`config.mk`:
```
export PLATFORM = sky130hd
export DESIGN_NAME = sha_digest_serializer
export DESIGN_NICKNAME = d
export VERILOG_FILES = /design/src/rtl/sha_pkg.sv /design/src/rtl/sha_digest_serializer.sv
export SDC_FILE = /design/constraint.sdc
export NUM_CORES = 1
export LEC_CHECK = 0
export ABC_AREA = 1
export CAP_MARGIN = 20
export CORE_ASPECT_RATIO = 0.9
export CORE_MARGIN = 10
export CORE_UTILIZATION = 40
export DETAILED_ROUTE_END_ITERATION = 8
export PLACE_DENSITY = 0.68
export SYNTH_ARGS = -nofsm -noshare
export SYNTH_HDL_FRONTEND = slang
export SYNTH_SLANG_ARGS = --single-unit
```
`constraint.sdc`:
```
create_clock -name clk -period 1.4 [get_ports clk]
set_input_delay 0.35 -clock clk [delete_from_list [all_inputs] [get_ports clk]]
set_output_delay 0.35 -clock clk [all_outputs]
set_load 0.005 [all_outputs]
```
`src/rtl/sha_pkg.sv`:
```
// Shared SHA-256 definitions: widths, initial hash constants, hash word array and serializer states.
`timescale 1ns/1ps
package sha_pkg;

    localparam int DIGEST_W = 256;
    localparam int WORD_W   = 32;

    localparam logic [WORD_W-1:0] H0 = 32'h6a09e667;
    localparam logic [WORD_W-1:0] H1 = 32'hbb67ae85;
    localparam logic [WORD_W-1:0] H2 = 32'h3c6ef372;
    localparam logic [WORD_W-1:0] H3 = 32'ha54ff53a;
    localparam logic [WORD_W-1:0] H4 = 32'h510e527f;
    localparam logic [WORD_W-1:0] H5 = 32'h9b05688c;
    localparam logic [WORD_W-1:0] H6 = 32'h1f83d9ab;
    localparam logic [WORD_W-1:0] H7 = 32'h5be0cd19;

    // Element [7] is h1 so the packed vector reads h1..h8 from MSB down.
    typedef logic [7:0][WORD_W-1:0] hash_words_t;

    typedef enum logic {
        IDLE = 1'b0,
        SEND = 1'b1
    } ser_state_t;

    function automatic logic [WORD_W-1:0] bswap32(input logic [WORD_W-1:0] w);
        return {w[7:0], w[15:8], w[23:16], w[31:24]};
    endfunction

endpackage

```
`src/rtl/sha_digest_serializer.sv`:
```
// Snapshots h1..h8 on start and streams the digest as OUT_W-bit beats, h1 first, MSB first.
// Define SHA_SER_BYTESWAP_EN to byte-reverse each word (little-endian stream).
`timescale 1ns/1ps
module sha_digest_serializer
    import sha_pkg::*;
#(
    parameter int OUT_W     = 32,
    parameter int NUM_WORDS = 8
) (
    input  logic              clk,
    input  logic              reset_n,
    input  logic              start,
    input  logic [31:0]       h1_in,
    input  logic [31:0]       h2_in,
    input  logic [31:0]       h3_in,
    input  logic [31:0]       h4_in,
    input  logic [31:0]       h5_in,
    input  logic [31:0]       h6_in,
    input  logic [31:0]       h7_in,
    input  logic [31:0]       h8_in,
    output logic [OUT_W-1:0]  out_data,
    output logic              out_valid,
    input  logic              out_ready,
    output logic              out_last,
    output logic              busy,
    output logic              done,
    output ser_state_t        state_dbg
);

    localparam int BEATS = NUM_WORDS * WORD_W / OUT_W;
    localparam int CNT_W = $clog2(BEATS);
    localparam logic [CNT_W-1:0] LAST_K = CNT_W'(BEATS - 1);

    // Handshake: a beat transfers on a rising edge where out_valid && out_ready;
    // out_valid stays high from the first beat until the last one is accepted.

    ser_state_t           state;
    ser_state_t           state_nx;
    logic [DIGEST_W-1:0]  snap;
    logic [CNT_W-1:0]     beat;
    logic                 hs;
    logic                 last_k;
    hash_words_t          words;

    function automatic logic [WORD_W-1:0] fmt(input logic [WORD_W-1:0] w);
`ifdef SHA_SER_BYTESWAP_EN
        return bswap32(w);
`else
        return w;
`endif
    endfunction

    always_comb begin
        words    = '0;
        words[7] = fmt(h1_in);
        words[6] = fmt(h2_in);
        words[5] = fmt(h3_in);
        words[4] = fmt(h4_in);
        words[3] = fmt(h5_in);
        words[2] = fmt(h6_in);
        words[1] = fmt(h7_in);
        words[0] = (NUM_WORDS > 7) ? fmt(h8_in) : '0;
    end

    assign last_k    = (beat == LAST_K);
    assign hs        = (state == SEND) && out_ready;
    assign state_dbg = state;

    always_ff @(posedge clk or negedge reset_n) begin
        if (!reset_n) begin
            state <= IDLE;
        end else begin
            state <= state_nx;
        end
    end

    always_comb begin
        state_nx = state;
        case (state)
            IDLE:    if (start)        state_nx = SEND;
            SEND:    if (hs && last_k) state_nx = IDLE;
            default:                   state_nx = IDLE;
        endcase
    end

    // The snapshot shifts left on each accepted beat, so the current beat is always the top OUT_W bits.
    always_ff @(posedge clk or negedge reset_n) begin
        if (!reset_n) begin
            snap <= '0;
            beat <= '0;
            done <= 1'b0;
        end else begin
            done <= hs && last_k;
            if ((state == IDLE) && start) begin
                snap <= words;
                beat <= '0;
            end else if (hs) begin
                snap <= snap << OUT_W;
                beat <= last_k ? '0 : beat + CNT_W'(1);
            end
        end
    end

    always_comb begin
        out_valid = 1'b0;
        busy      = 1'b0;
        out_last  = 1'b0;
        out_data  = '0;
        if (state == SEND) begin
            out_valid = 1'b1;
            busy      = 1'b1;
            out_last  = last_k;
            out_data  = snap[DIGEST_W-1 -: OUT_W];
        end
    end

endmodule

```
Word level (Yosys, flattened, before mapping)
Cells that the tools add are included.

operators by class
  add/subtract/negate cells = 1
  reductions and logical operators = 4
  equal/unequal tests = 1
  multiplexer cells = 11
  bitwise gates (word level) = 1

operators with widths
  kind                   number
  $mux W256              2
  $mux W32               1
  $mux W3                3
  $mux W1                4
  $add A3 B1 Y3 const B  1
  $eq A3 B3 Y1 const B   1
  $logic_and A1 B1 Y1    3
  $pmux W1 S2            1
  $reduce_bool A2 Y1     1
  $not A1 Y1             1

storage, ports and cells
  register bits = 261
  word-level logic and storage cells = 22

Longest topological paths before layout
  depth after elaboration = 4
  gate-level depth with buffers = 9
  depth with buffers taken out = 6

Worst setup path before layout
Ideal clock, no wire load.

  path kind = reg2reg
  start point = reg state (netlist: state_dbg)
  end point = reg snap[207]
  data arrival time = 1.264 ns
  period minus slack after synthesis = 1.380 ns
  data required time = 1.284 ns
  slack = 0.020 ns
  path buffers = 3
  setup time = 0.116 ns
  stages on the path, launching flop included = 8
  path through = dfrtp_1 > buf_4 > nor2_4 > buf_2 > buf_2 > nand2_1 > nand2_1 > nand2_1

on the way
  word-level cells in the longest chain between the ends = 3

ends and longest elaborated chain
  item                                                    line                         source
  from (decl)                                             sha_digest_serializer.sv:37  ser_state_t state;
  from (signal assigned)                                  sha_digest_serializer.sv:73  state <= state_nx;
  $not A1 Y1                                              -
  $logic_and A1 B1 Y1                                     sha_digest_serializer.sv:94  if ((state == IDLE) && start) begin
  $mux W256 / $reduce_bool A2 Y1 (equally long branches)  -
  to (signal assigned)                                    sha_digest_serializer.sv:95  snap <= words;
  to (signal assigned)                                    sha_digest_serializer.sv:98  snap <= snap << OUT_W;
  to (decl)                                               sha_digest_serializer.sv:39  logic [DIGEST_W-1:0] snap;

Parallel ways exist; a longest one is shown, timed or not.
A chain may end at the register's enable or synchronous reset.

Worst setup path after layout
  start point = reg state (netlist: state_dbg)
  end point = out out_data[2]

on the way
  word-level cells in the longest chain between the ends = 1

ends and longest elaborated chain
  item       line                          source
  $mux W32   sha_digest_serializer.sv:109  if (state == SEND) begin
  to (decl)  sha_digest_serializer.sv:21   output logic [OUT_W-1:0] out_data,

Every way passes these cells.

==> impl_metrics.ini <==
[synthesis]
synth_area_leader_cell = dfrtp_1
synth_top_area_share = 0.469
synth_sequential_area_ratio = 0.469
synth_area_um2 = 13900
synth_area_leaders = dfrtp_1 47%, nand2_1 26%, inv_1 13%
synthCells = 2093
synth_common_cells = 967 x nand2_1, 484 x inv_1, 261 x dfrtp_1, 239 x o21ai_0, 50 x clkbuf_1
ys.flop_type = dfrtp_1
synth_seq_cells = 261
yosysUniqueCellTypes = 17
synth_enable_flop_cells = 0
syn_avg_cell_area_um2 = 6.65
yosysMostFrequentCell = nand2_1
yosys_warnings = 0
syn_nets = 2356
async_reset_ff_frac = 1.00

[routing]
ant_nets = 0
drc_errors = 0
vias = 15000
post_drt_wl_per_cell_um = 19.0
firstDrtPassIters = 5
routed_wl_mm = 57.5
drtIter0Drc = 968
viasPerCell = 4.97

[grt]
use_met1 = 0.301
grt-ovfl-total = 0
grt_use_met3 = 0.0510
grt_pass1_wl_mm = 84.6
grt_pass1_vias = 15500
busiest_layer = met2
antenna_found_initial = 4
grt_max_degree = 46
grtUsageMet2 = 0.422
grt_use_total = 0.245

[die]
core_um2 = 34200
die_w_um = 217
floorplan.rows = 64
io_pins = 297
initial_core_util = 0.407
die_h_um = 197
die-area_um2 = 42700

[critical_path]
cp-endpoint = out_data[2]
r2r_end = snap[244]
crit_type = flop to output pin
critPathLaunch = state_dbg
worstPathRequired_ns = 1.05
reg2reg_from = state_dbg
start_kind = flop
end_kind = output pin
cp.arrival_ns = 1.66
r2r_cells = 12
regToRegSetupSlack_ns = -0.61
crit_fanout = 8

[timing]
setup_viol = 298
rsz0062_at_grt = yes
timing.final.ws_setup_ns = -0.607
final-hold-violation-count = 0
slew_viol_final = 0
layout_min_cycle_time_ns = 2.01
slew_headroom = 0.761
fin_worst_skew_ns = 0.00942
timing.fmax_ghz = 0.498
tns_ns = -144.56
worst_pin_slew_ns = 0.355
period_share = 1.43

[clock_network]
cts_root_buf = clkbuf_16
cts_tree = done
cts_made_buffers = 29
clk_pin_slew_ns = 0.07
cts.sinks = 261
clk_latency_ns = 0.55
cts_max_level = 1
cts.path.max_buffers = 3

[layout]
drive_gt1_frac = 0.349
finalCoreUtilization = 0.723
final_net_count = 2801
fill_cells = 2370
synthToLayoutAreaGrowth_pct = 77.5

[pwr]
leakagePower_nw = 13.4
power_w = 0.0484
power_density_nw_per_um2 = 1960
vdd_drop_max_mv = 0.990

[hold_path]
hp-class = primary input to asynchronous set/reset pin

[place]
port_buffers = 296
place_hpwl_mm = 30.2
gp_congestion = 0.836

[status]
status = finished with violations
violations = setup timing

[job]
cap_violations = 0
## timing repair
| item | in CTS | in global routing |
|---|---|---|
| endpoints found under the setup margin | 296 | 298 |
| setup buffers | 72 | 24 |
| resized for setup | 585 | 720 |
| hold buffers | 1 | 0 |
| pin swaps | 138 | 151 |
| endpoints found under the hold margin | 27 | 0 |
| cloned | 73 | 5 |
## cell families after synthesis
kind of cell,share of synthesized area
DFF,0.469
and+or+nand+nor,0.265
buffers and inverters,0.170
adders and majority gates,0.00270
AOI/OAI and AO/OA,0.0927
## worst max-delay path: stages, from the launching register on
cell and delay, ns:
dfrtp_2 0.44, buf_6 0.15, buf_12 0.14, buf_16 0.16
nand2_2 0.05, inv_1 0.04, buf_2 0.12
## through the flow
stage,worst slack [ns],hold slack (ns),instances,cell area [um2]
after floorplan,0.0198,0.0544,2093,13900
after global placement,-0.433,0.273,2824,17900
after detailed placement,-0.431,0.274,2824,17900
after CTS,-0.575,0.305,3018,22700
after global routing,-0.648,0.315,3023,24700
final,-0.607,0.282,3023,24700
## flip-flops by register name (all words and copies together) (netlist names)
signal / flops
snap: 256
done: 1
beat: 3
state_dbg: 1
## metal layers
| layer | routed length [um] | vias up | share of wire |
|---|---|---|---|
| met1 | 22100 | 7263 | 0.38 |
| met4 | 2460 | 6 | 0.043 |
| met5 | 37 | - | 0.00064 |
| met2 | 29000 | 631 | 0.50 |
| met3 | 3880 | 175 | 0.067 |
| li1 | - | 6945 | - |
## worst min path at each step
stage,start,to,slack (ns)
4_1_cts,reset_n,snap[251],0.31
5_1_grt,reset_n,snap[251],0.31
2_1_floorplan,reset_n,beat[0],0.05
6_report,reset_n,snap[226],0.28
3_3_place_gp,reset_n,snap[224],0.27
3_5_place_dp,reset_n,snap[251],0.27
## cell usage in the layout, fill, tap and decap left out, types with 2 or more instances in the layout
cell type	n
a21oi_1	2
buf_12	71
buf_16	57
buf_2	5
buf_4	38
buf_6	62
buf_8	20
bufbuf_16	2
clkbuf_1	8
clkbuf_16	34
clkbuf_8	9
clkdlybuf4s50_1	258
clkinv_16	3
clkinv_2	5
dfrtp_1	260
ha_4	2
inv_1	456
inv_2	29
nand2_1	490
nand2_2	259
nand2_4	218
nand2_8	3
nor2_2	2
o21ai_0	106
o21ai_1	84
o21ai_2	63
o21ai_4	3
## layout make-up
class / instances / area, um2 / share of cell area
sequential: 261 / 6530 / 0.264
tap: 462 / 578 / 0.0234
clock buffer: 46 / 880 / 0.0356
antenna: 1 / 2.50 / 0.000101
clock inverter: 7 / 63.8 / 0.00258
multi-input combinational: 1236 / 7630 / 0.309
timing repair buffer: 520 / 7090 / 0.287
inverter: 487 / 1850 / 0.0747
timing repair inverter: 3 / 90.1 / 0.00365
## power breakdown
| part | total (W) | switching, W | leakage, nW | internal [W] |
|---|---|---|---|---|
| clock network | 0.00769 | 0.00323 | 0.469 | 0.00446 |
| logic | 0.0261 | 0.0131 | 9.61 | 0.0130 |
| registers | 0.0146 | 0.00356 | 3.29 | 0.0110 |
Note: power is estimated with default switching activity, not from simulation.
